`config.mk`:
```
export PLATFORM = sky130hd
export DESIGN_NAME = mips_mc_control
export DESIGN_NICKNAME = d
export VERILOG_FILES = /design/src/rtl/mips_mc_control.sv
export SDC_FILE = /design/constraint.sdc
export NUM_CORES = 1
export LEC_CHECK = 0
export ABC_AREA = 0
export BUFFER_PORTS_ARGS = -buffer_cell sky130_fd_sc_hd__buf_2
export CORE_MARGIN = 8
export CORE_UTILIZATION = 33
export DETAILED_ROUTE_END_ITERATION = 10
export GPL_TIMING_DRIVEN = 0
export SYNTH_ARGS = -nofsm -noshare
export SYNTH_HDL_FRONTEND = slang
export SYNTH_SLANG_ARGS = --single-unit
export TNS_END_PERCENT = 1
```
`constraint.sdc`:
```
create_clock -name clk -period 2.5 [get_ports clk]
set_input_delay 0.125 -clock clk [delete_from_list [all_inputs] [get_ports clk]]
set_output_delay 0.125 -clock clk [all_outputs]
set_load 0.005 [all_outputs]
```
`src/rtl/mips_mc_control.sv`:
```
// Multicycle MIPS control FSM: sequences fetch/decode/execute over a unified memory,
// with a memory-wait watchdog and optional trapping of illegal instructions.
module mips_mc_control #(
  parameter int unsigned TIMEOUT_W    = 8,
  parameter bit          TRAP_ILLEGAL = 1'b1
) (
  input  logic       clk,
  input  logic       reset,
  input  logic [5:0] op,
  input  logic [5:0] funct,
  input  logic       zero,
  input  logic       mem_ready,
  output logic       memreq,
  output logic       memwe,
  output logic       iord,
  output logic       irwrite,
  output logic       pcen,
  output logic       regwrite,
  output logic       regdst,
  output logic       memtoreg,
  output logic       link,
  output logic       alusrca,
  output logic [1:0] alusrcb,
  output logic [1:0] pcsrc,
  output logic       signext,
  output logic       shiftl16,
  output logic [3:0] alucontrol,
  output logic       halted,
  output logic       fault,
  output logic [3:0] state
);

  typedef enum logic [3:0] {
    FETCH  = 4'd0,  DECODE = 4'd1,  MEMADR = 4'd2,  MEMRD = 4'd3,
    MEMWB  = 4'd4,  MEMWR  = 4'd5,  RTEXEC = 4'd6,  ALUWB = 4'd7,
    BRANCH = 4'd8,  IEXEC  = 4'd9,  JUMP   = 4'd10, JAL   = 4'd11,
    JR     = 4'd12, HALT   = 4'd15
  } state_t;

  localparam logic [5:0] OP_RTYPE = 6'b000000;
  localparam logic [5:0] OP_J     = 6'b000010;
  localparam logic [5:0] OP_JAL   = 6'b000011;
  localparam logic [5:0] OP_BEQ   = 6'b000100;
  localparam logic [5:0] OP_BNE   = 6'b000101;
  localparam logic [5:0] OP_ADDI  = 6'b001000;
  localparam logic [5:0] OP_ADDIU = 6'b001001;
  localparam logic [5:0] OP_ORI   = 6'b001101;
  localparam logic [5:0] OP_LUI   = 6'b001111;
  localparam logic [5:0] OP_LW    = 6'b100011;
  localparam logic [5:0] OP_SW    = 6'b101011;
  localparam logic [5:0] FN_JR    = 6'b001000;

  localparam logic [3:0] ALU_AND  = 4'b0000;
  localparam logic [3:0] ALU_OR   = 4'b0001;
  localparam logic [3:0] ALU_ADD  = 4'b0010;
  localparam logic [3:0] ALU_SUB  = 4'b0110;
  localparam logic [3:0] ALU_SLT  = 4'b0111;
  localparam logic [3:0] ALU_SLTU = 4'b1111;

  localparam logic [TIMEOUT_W-1:0] WD_LAST  = {{(TIMEOUT_W-1){1'b1}}, 1'b0};
  localparam state_t               ILL_NEXT = TRAP_ILLEGAL ? HALT : FETCH;

  state_t               state_q, state_d;
  logic [TIMEOUT_W-1:0] wd_q;
  logic                 phase_q;
  logic                 fault_q;
  logic                 funct_ok;
  logic [3:0]           funct_alu;
  logic                 mem_state;
  logic                 wd_expire;

  // R-type funct to ALU operation; unknown functs are flagged illegal
  always_comb begin
    funct_ok  = 1'b1;
    funct_alu = ALU_ADD;
    case (funct)
      6'b100000, 6'b100001: funct_alu = ALU_ADD;
      6'b100010, 6'b100011: funct_alu = ALU_SUB;
      6'b100100:            funct_alu = ALU_AND;
      6'b100101:            funct_alu = ALU_OR;
      6'b101010:            funct_alu = ALU_SLT;
      6'b101011:            funct_alu = ALU_SLTU;
      default:              funct_ok  = 1'b0;
    endcase
  end

  // A completing access in the last watchdog cycle still wins
  assign mem_state = (state_q == FETCH) || (state_q == MEMRD) || (state_q == MEMWR);
  assign wd_expire = mem_state && !mem_ready && (wd_q == WD_LAST);

  always_ff @(posedge clk or posedge reset) begin
    if (reset) begin
      state_q <= FETCH;
      wd_q    <= '0;
      phase_q <= 1'b0;
      fault_q <= 1'b0;
    end else begin
      state_q <= state_d;
      phase_q <= (state_q == IEXEC) && !phase_q;
      fault_q <= fault_q | wd_expire;
      if (state_d != state_q)
        wd_q <= '0;
      else if (mem_state && !mem_ready)
        wd_q <= wd_q + TIMEOUT_W'(1);
    end
  end

  always_comb begin
    state_d    = state_q;
    memreq     = 1'b0;
    memwe      = 1'b0;
    iord       = 1'b0;
    irwrite    = 1'b0;
    pcen       = 1'b0;
    regwrite   = 1'b0;
    regdst     = 1'b0;
    memtoreg   = 1'b0;
    link       = 1'b0;
    alusrca    = 1'b0;
    alusrcb    = 2'b00;
    pcsrc      = 2'b00;
    signext    = 1'b0;
    shiftl16   = 1'b0;
    alucontrol = ALU_AND;
    halted     = 1'b0;
    case (state_q)
      FETCH: begin
        memreq     = 1'b1;
        alusrcb    = 2'b01;
        alucontrol = ALU_ADD;
        if (mem_ready) begin
          irwrite = 1'b1;
          pcen    = 1'b1;
          state_d = DECODE;
        end else if (wd_expire) begin
          state_d = HALT;
        end
      end
      DECODE: begin
        alusrcb    = 2'b11;
        signext    = 1'b1;
        alucontrol = ALU_ADD;
        case (op)
          OP_LW, OP_SW:   state_d = MEMADR;
          OP_RTYPE:       state_d = (funct == FN_JR) ? JR : (funct_ok ? RTEXEC : ILL_NEXT);
          OP_BEQ, OP_BNE: state_d = BRANCH;
          OP_ADDI, OP_ADDIU, OP_ORI, OP_LUI: state_d = IEXEC;
          OP_J:           state_d = JUMP;
          OP_JAL:         state_d = JAL;
          default:        state_d = ILL_NEXT;
        endcase
      end
      MEMADR: begin
        alusrca    = 1'b1;
        alusrcb    = 2'b10;
        signext    = 1'b1;
        alucontrol = ALU_ADD;
        state_d    = (op == OP_LW) ? MEMRD : MEMWR;
      end
      MEMRD, MEMWR: begin
        memreq = 1'b1;
        iord   = 1'b1;
        memwe  = (state_q == MEMWR);
        if (mem_ready)
          state_d = (state_q == MEMRD) ? MEMWB : FETCH;
        else if (wd_expire)
          state_d = HALT;
      end
      MEMWB: begin
        regwrite = 1'b1;
        memtoreg = 1'b1;
        state_d  = FETCH;
      end
      RTEXEC: begin
        alusrca    = 1'b1;
        alucontrol = funct_alu;
        state_d    = funct_ok ? ALUWB : ILL_NEXT;
      end
      ALUWB: begin
        regwrite = 1'b1;
        regdst   = 1'b1;
        state_d  = FETCH;
      end
      BRANCH: begin
        alusrca    = 1'b1;
        alucontrol = ALU_SUB;
        pcsrc      = 2'b01;
        pcen       = op[0] ^ zero;
        state_d    = FETCH;
      end
      // Phase 0 computes into ALUOut, phase 1 writes rt
      IEXEC: begin
        alusrca = 1'b1;
        alusrcb = 2'b10;
        case (op)
          OP_ORI:  alucontrol = ALU_OR;
          OP_LUI: begin
            shiftl16   = 1'b1;
            alucontrol = ALU_ADD;
          end
          default: begin
            signext    = 1'b1;
            alucontrol = ALU_ADD;
          end
        endcase
        if (phase_q) begin
          regwrite = 1'b1;
          state_d  = FETCH;
        end
      end
      JUMP: begin
        pcsrc   = 2'b10;
        pcen    = 1'b1;
        state_d = FETCH;
      end
      JAL: begin
        pcsrc    = 2'b10;
        pcen     = 1'b1;
        regwrite = 1'b1;
        link     = 1'b1;
        state_d  = FETCH;
      end
      JR: begin
        pcsrc   = 2'b11;
        pcen    = 1'b1;
        state_d = FETCH;
      end
      HALT:    halted  = 1'b1;
      default: state_d = FETCH;
    endcase
  end

  assign fault = fault_q;
  assign state = state_q;

endmodule

```
==> flow_summary_export.csv <==
group,metric,value,unit
sta,fmax,0.4353,GHz
setup_path,arrival,2.17,ns
setup_path,critPathLaunchType,"flop",
setup_path,rr_startpoint,"state[2]$_DFF_PP0_",
synthesis,synth-seq-area-share,0.2226,
die,die_w,85.07,microns
sta,fin_crit_sh,0.9188,
sta,hold_viol,0,
synthesis,synth_nets,232,
drt,post_drt_via_cell_ratio,5.514,
layout,antenna_cells,0,
die,initial_core_util,0.3377,
sta,rsz0062_at_grt,"false",
global_route,grt_pass1_wl,7.824,mm
setup_path,crit_type,"flop to output pin",
setup_path,critPathCaptureType,"output pin",
die,die_area,7236,sq um
power,power_density,1002,nW/um^2
drt,drtAntennaViolNets,0,
setup_path,worstPathMaxFanout,10,
drt,wl,4.683,mm
synthesis,synth_area_leaders,"dfrtp_1 (22%), nor2_1 (8.6%), a21oi_1 (5.4%)",
synthesis,synth_area,1574,sq um
clock_network,clock-sinks,14,
clock_network,cts_buffers,3,
outcome,status,"finished clean",
sta,skew,0.004509,ns
drt,vias,1715,
die,rows,25,
layout,layout_commonest_cell,"buf_2",
layout,fillers,517,
setup_path,ff2ff_path_depth,7,
placement,dpl.cell_count,306,
clock_network,clk_pin_slew,0.06,ns
worst_hold_path,min_path_cells,3,
clock_network,ctsHtreeMaxLevel,1,
sta,setup_violations,0,
run,max_cap_viol_count,0,
setup_path,worstReg2RegEnd,"wd_q[2]$_DFFE_PP0P_",
die,ios,42,
drt,dr.pass1.iters,4,
clock_network,clk_path_buf_depth,2,
global_route,grt_overflow,0,
global_route,antenna_found_initial,0,
synthesis,synthFlopType,"dfrtp_1",
drt,wire_per_inst,15.06,microns
setup_path,r2r_slack,0.32,ns
power,max-vdd-ir-drop,0.4136,mV
synthesis,async_flop_share,1.000,
placement,port_buffers,38,
layout,fin_util,0.4070,
worst_hold_path,worstHoldStart,"op[4]",
clock_network,cts_tree,"done",
power,finalPower,1901,uW
setup_path,worst_path_largest_cell_delay,0.49,ns
die,die_height,85.07,microns
synthesis,netlist.area_leader.share,0.2226,
layout,instances_no_fill,311,
setup_path,cp_common_cell,"buf_2",
synthesis,yosys_warnings,0,
setup_path,slowest_stage,"dfrtp_1",
synthesis,syn_area_per_cell,7.355,sq um
sta,worst_slew_pin_slew,0.5326,ns
sta,fin_setup_tns,0,ns
clock_network,clockRootBuffer,"clkbuf_8",
layout,layout-drive-gt1-share,0.2685,
placement,dpl.hpwl,3.723,mm
sta,slew_violations,0,
worst_hold_path,hp-class,"input port to flop",
die,core_area,4661,sq um
global_route,grt_max_degree,15,
synthesis,synth_edf_count,0,
sta,post-route-min-period,2.297,ns
global_route,grt_pass1_vias,1564,
sta,postLayoutSetupSlackWorst,0.2029,ns
global_route,track_usage,0.1273,
sta,maxSlewHeadroom,0.6445,
placement,gp_congestion,0.8375,
placement,dpl_worst_slack,0.3550,ns
clock_network,clk_latency,0.25,ns
power,power_leakage,0.0008233,uW
setup_path,required,2.38,ns
synthesis,synth-seq-cells,14,
layout,areaGrowthSynthToFinish,20.51,%
synthesis,synth_top_cell_by_area,"dfrtp_1",
layout,layout_common_cells,"buf_2 (46), nor2_1 (36), a21oi_1 (17), nand2_1 (17), dfrtp_1 (14)",
drt,drt_iter0_drc,109,
worst_hold_path,worstHoldEndpoint,"state[2]$_DFF_PP0_",
layout,finalNetCount,276,
synthesis,ys_types,59,
setup_path,path_cells,"buf_2 -> buf_1 -> nor2_1 -> a221oi_1 -> a21oi_1 -> a22o_1 -> buf_2",
drt,route.detailed.drc,0,
synthesis,synthCells,214,
-- layer usage --
metal	global-route usage	vias to the layer above	part of all wire
met5	0	-	0
met4	0.01780	0	0.0094
met3	0.03282	8	0.077
met2	0.2081	63	0.46
met1	0.1660	781	0.46
li1	-	863	-
-- critical path: cells and delay by family, from the launching register on --
kind                   cells  cell delay (ns)
and+or+nand+nor            1             0.10
DFF                        1             0.49
AOI/OAI and AO/OA          3             0.57
buffers and inverters      3             0.77
-- timing repair --
action,in CTS,in global routing
hold buffers,1,0
endpoints found under the setup margin,0,0
setup buffers,0,0
hold endpoints to repair,14,0
resized for setup,0,0
-- final cells by class --
class,instances,area [sq um],area share
Timing Repair Buffer,39,200.2,0.1055
Clock buffer,4,55.05,0.02902
Multi-Input combinational cell,174,1100,0.5798
Buffer,17,90.09,0.04749
Inverter,9,33.78,0.01781
Sequential cell,14,350.3,0.1847
Tap cell,54,67.56,0.03562
-- Yosys cell counts (all sizes together) (2+ instances only) --
master  instances
nor2           39
a21oi          17
nand2          17
buf            14
dfrtp          14
nor3           10
o21ai           9
inv             8
nand2b          6
nand3           5
nand4           5
xnor2           5
xor2            5
a211oi          4
and2            4
and3            4
a22o            3
clkbuf          3
nor4b           3
o31ai           3
a221oi          2
a22oi           2
a311o           2
a32oi           2
ha              2
nor2b           2
nor4            2
o32ai           2
or3             2
-- power breakdown --
group | internal, uW | leakage [uW] | switching (uW)
logic | 547 | 0.000605 | 821
clock network | 139 | 0.0000288 | 80.3
registers | 270 | 0.000190 | 43.1
total | 957 | 0.000823 | 944
-- metrics by stage --
step | hold slack (ns) | area [sq um]
after floorplan | 0.01422 | 1574
after global placement | 0.1865 | 1832
after detailed placement | 0.1988 | 1832
after CTS | 0.3605 | 1897
after global routing | 0.3963 | 1897
final | 0.4083 | 1897
-- sequential cells by signal (all words and copies together) (netlist names) --
name	flops
phase_q	1
state	4
fault	1
wd_q	8
-- worst max-delay path by stage --
stage | from | endpoint
2_1_floorplan | state[0]$_DFF_PP0_ | wd_q[0]$_DFFE_PP0P_
3_3_place_gp | state[2]$_DFF_PP0_ | wd_q[7]$_DFFE_PP0P_
3_5_place_dp | state[2]$_DFF_PP0_ | wd_q[0]$_DFFE_PP0P_
4_1_cts | state[3]$_DFF_PP0_ | pcen
5_1_grt | state[3]$_DFF_PP0_ | pcen
6_report | state[3]$_DFF_PP0_ | pcen
-- logic make-up (layout without fill, tap and decap cells) --
group	count (synthesis)	count (layout)	synth area share
and+or+nand+nor	104	104	0.3490
AOI/OAI and AO/OA	57	57	0.2719
DFF	14	14	0.2226
buffers and inverters	26	69	0.07869
adders and majority gates	2	2	0.01590
muxes	1	1	0.006360
xor gates and xnor gates	10	10	0.05564
No activity file was read; power rests on OpenSTA's default activity.
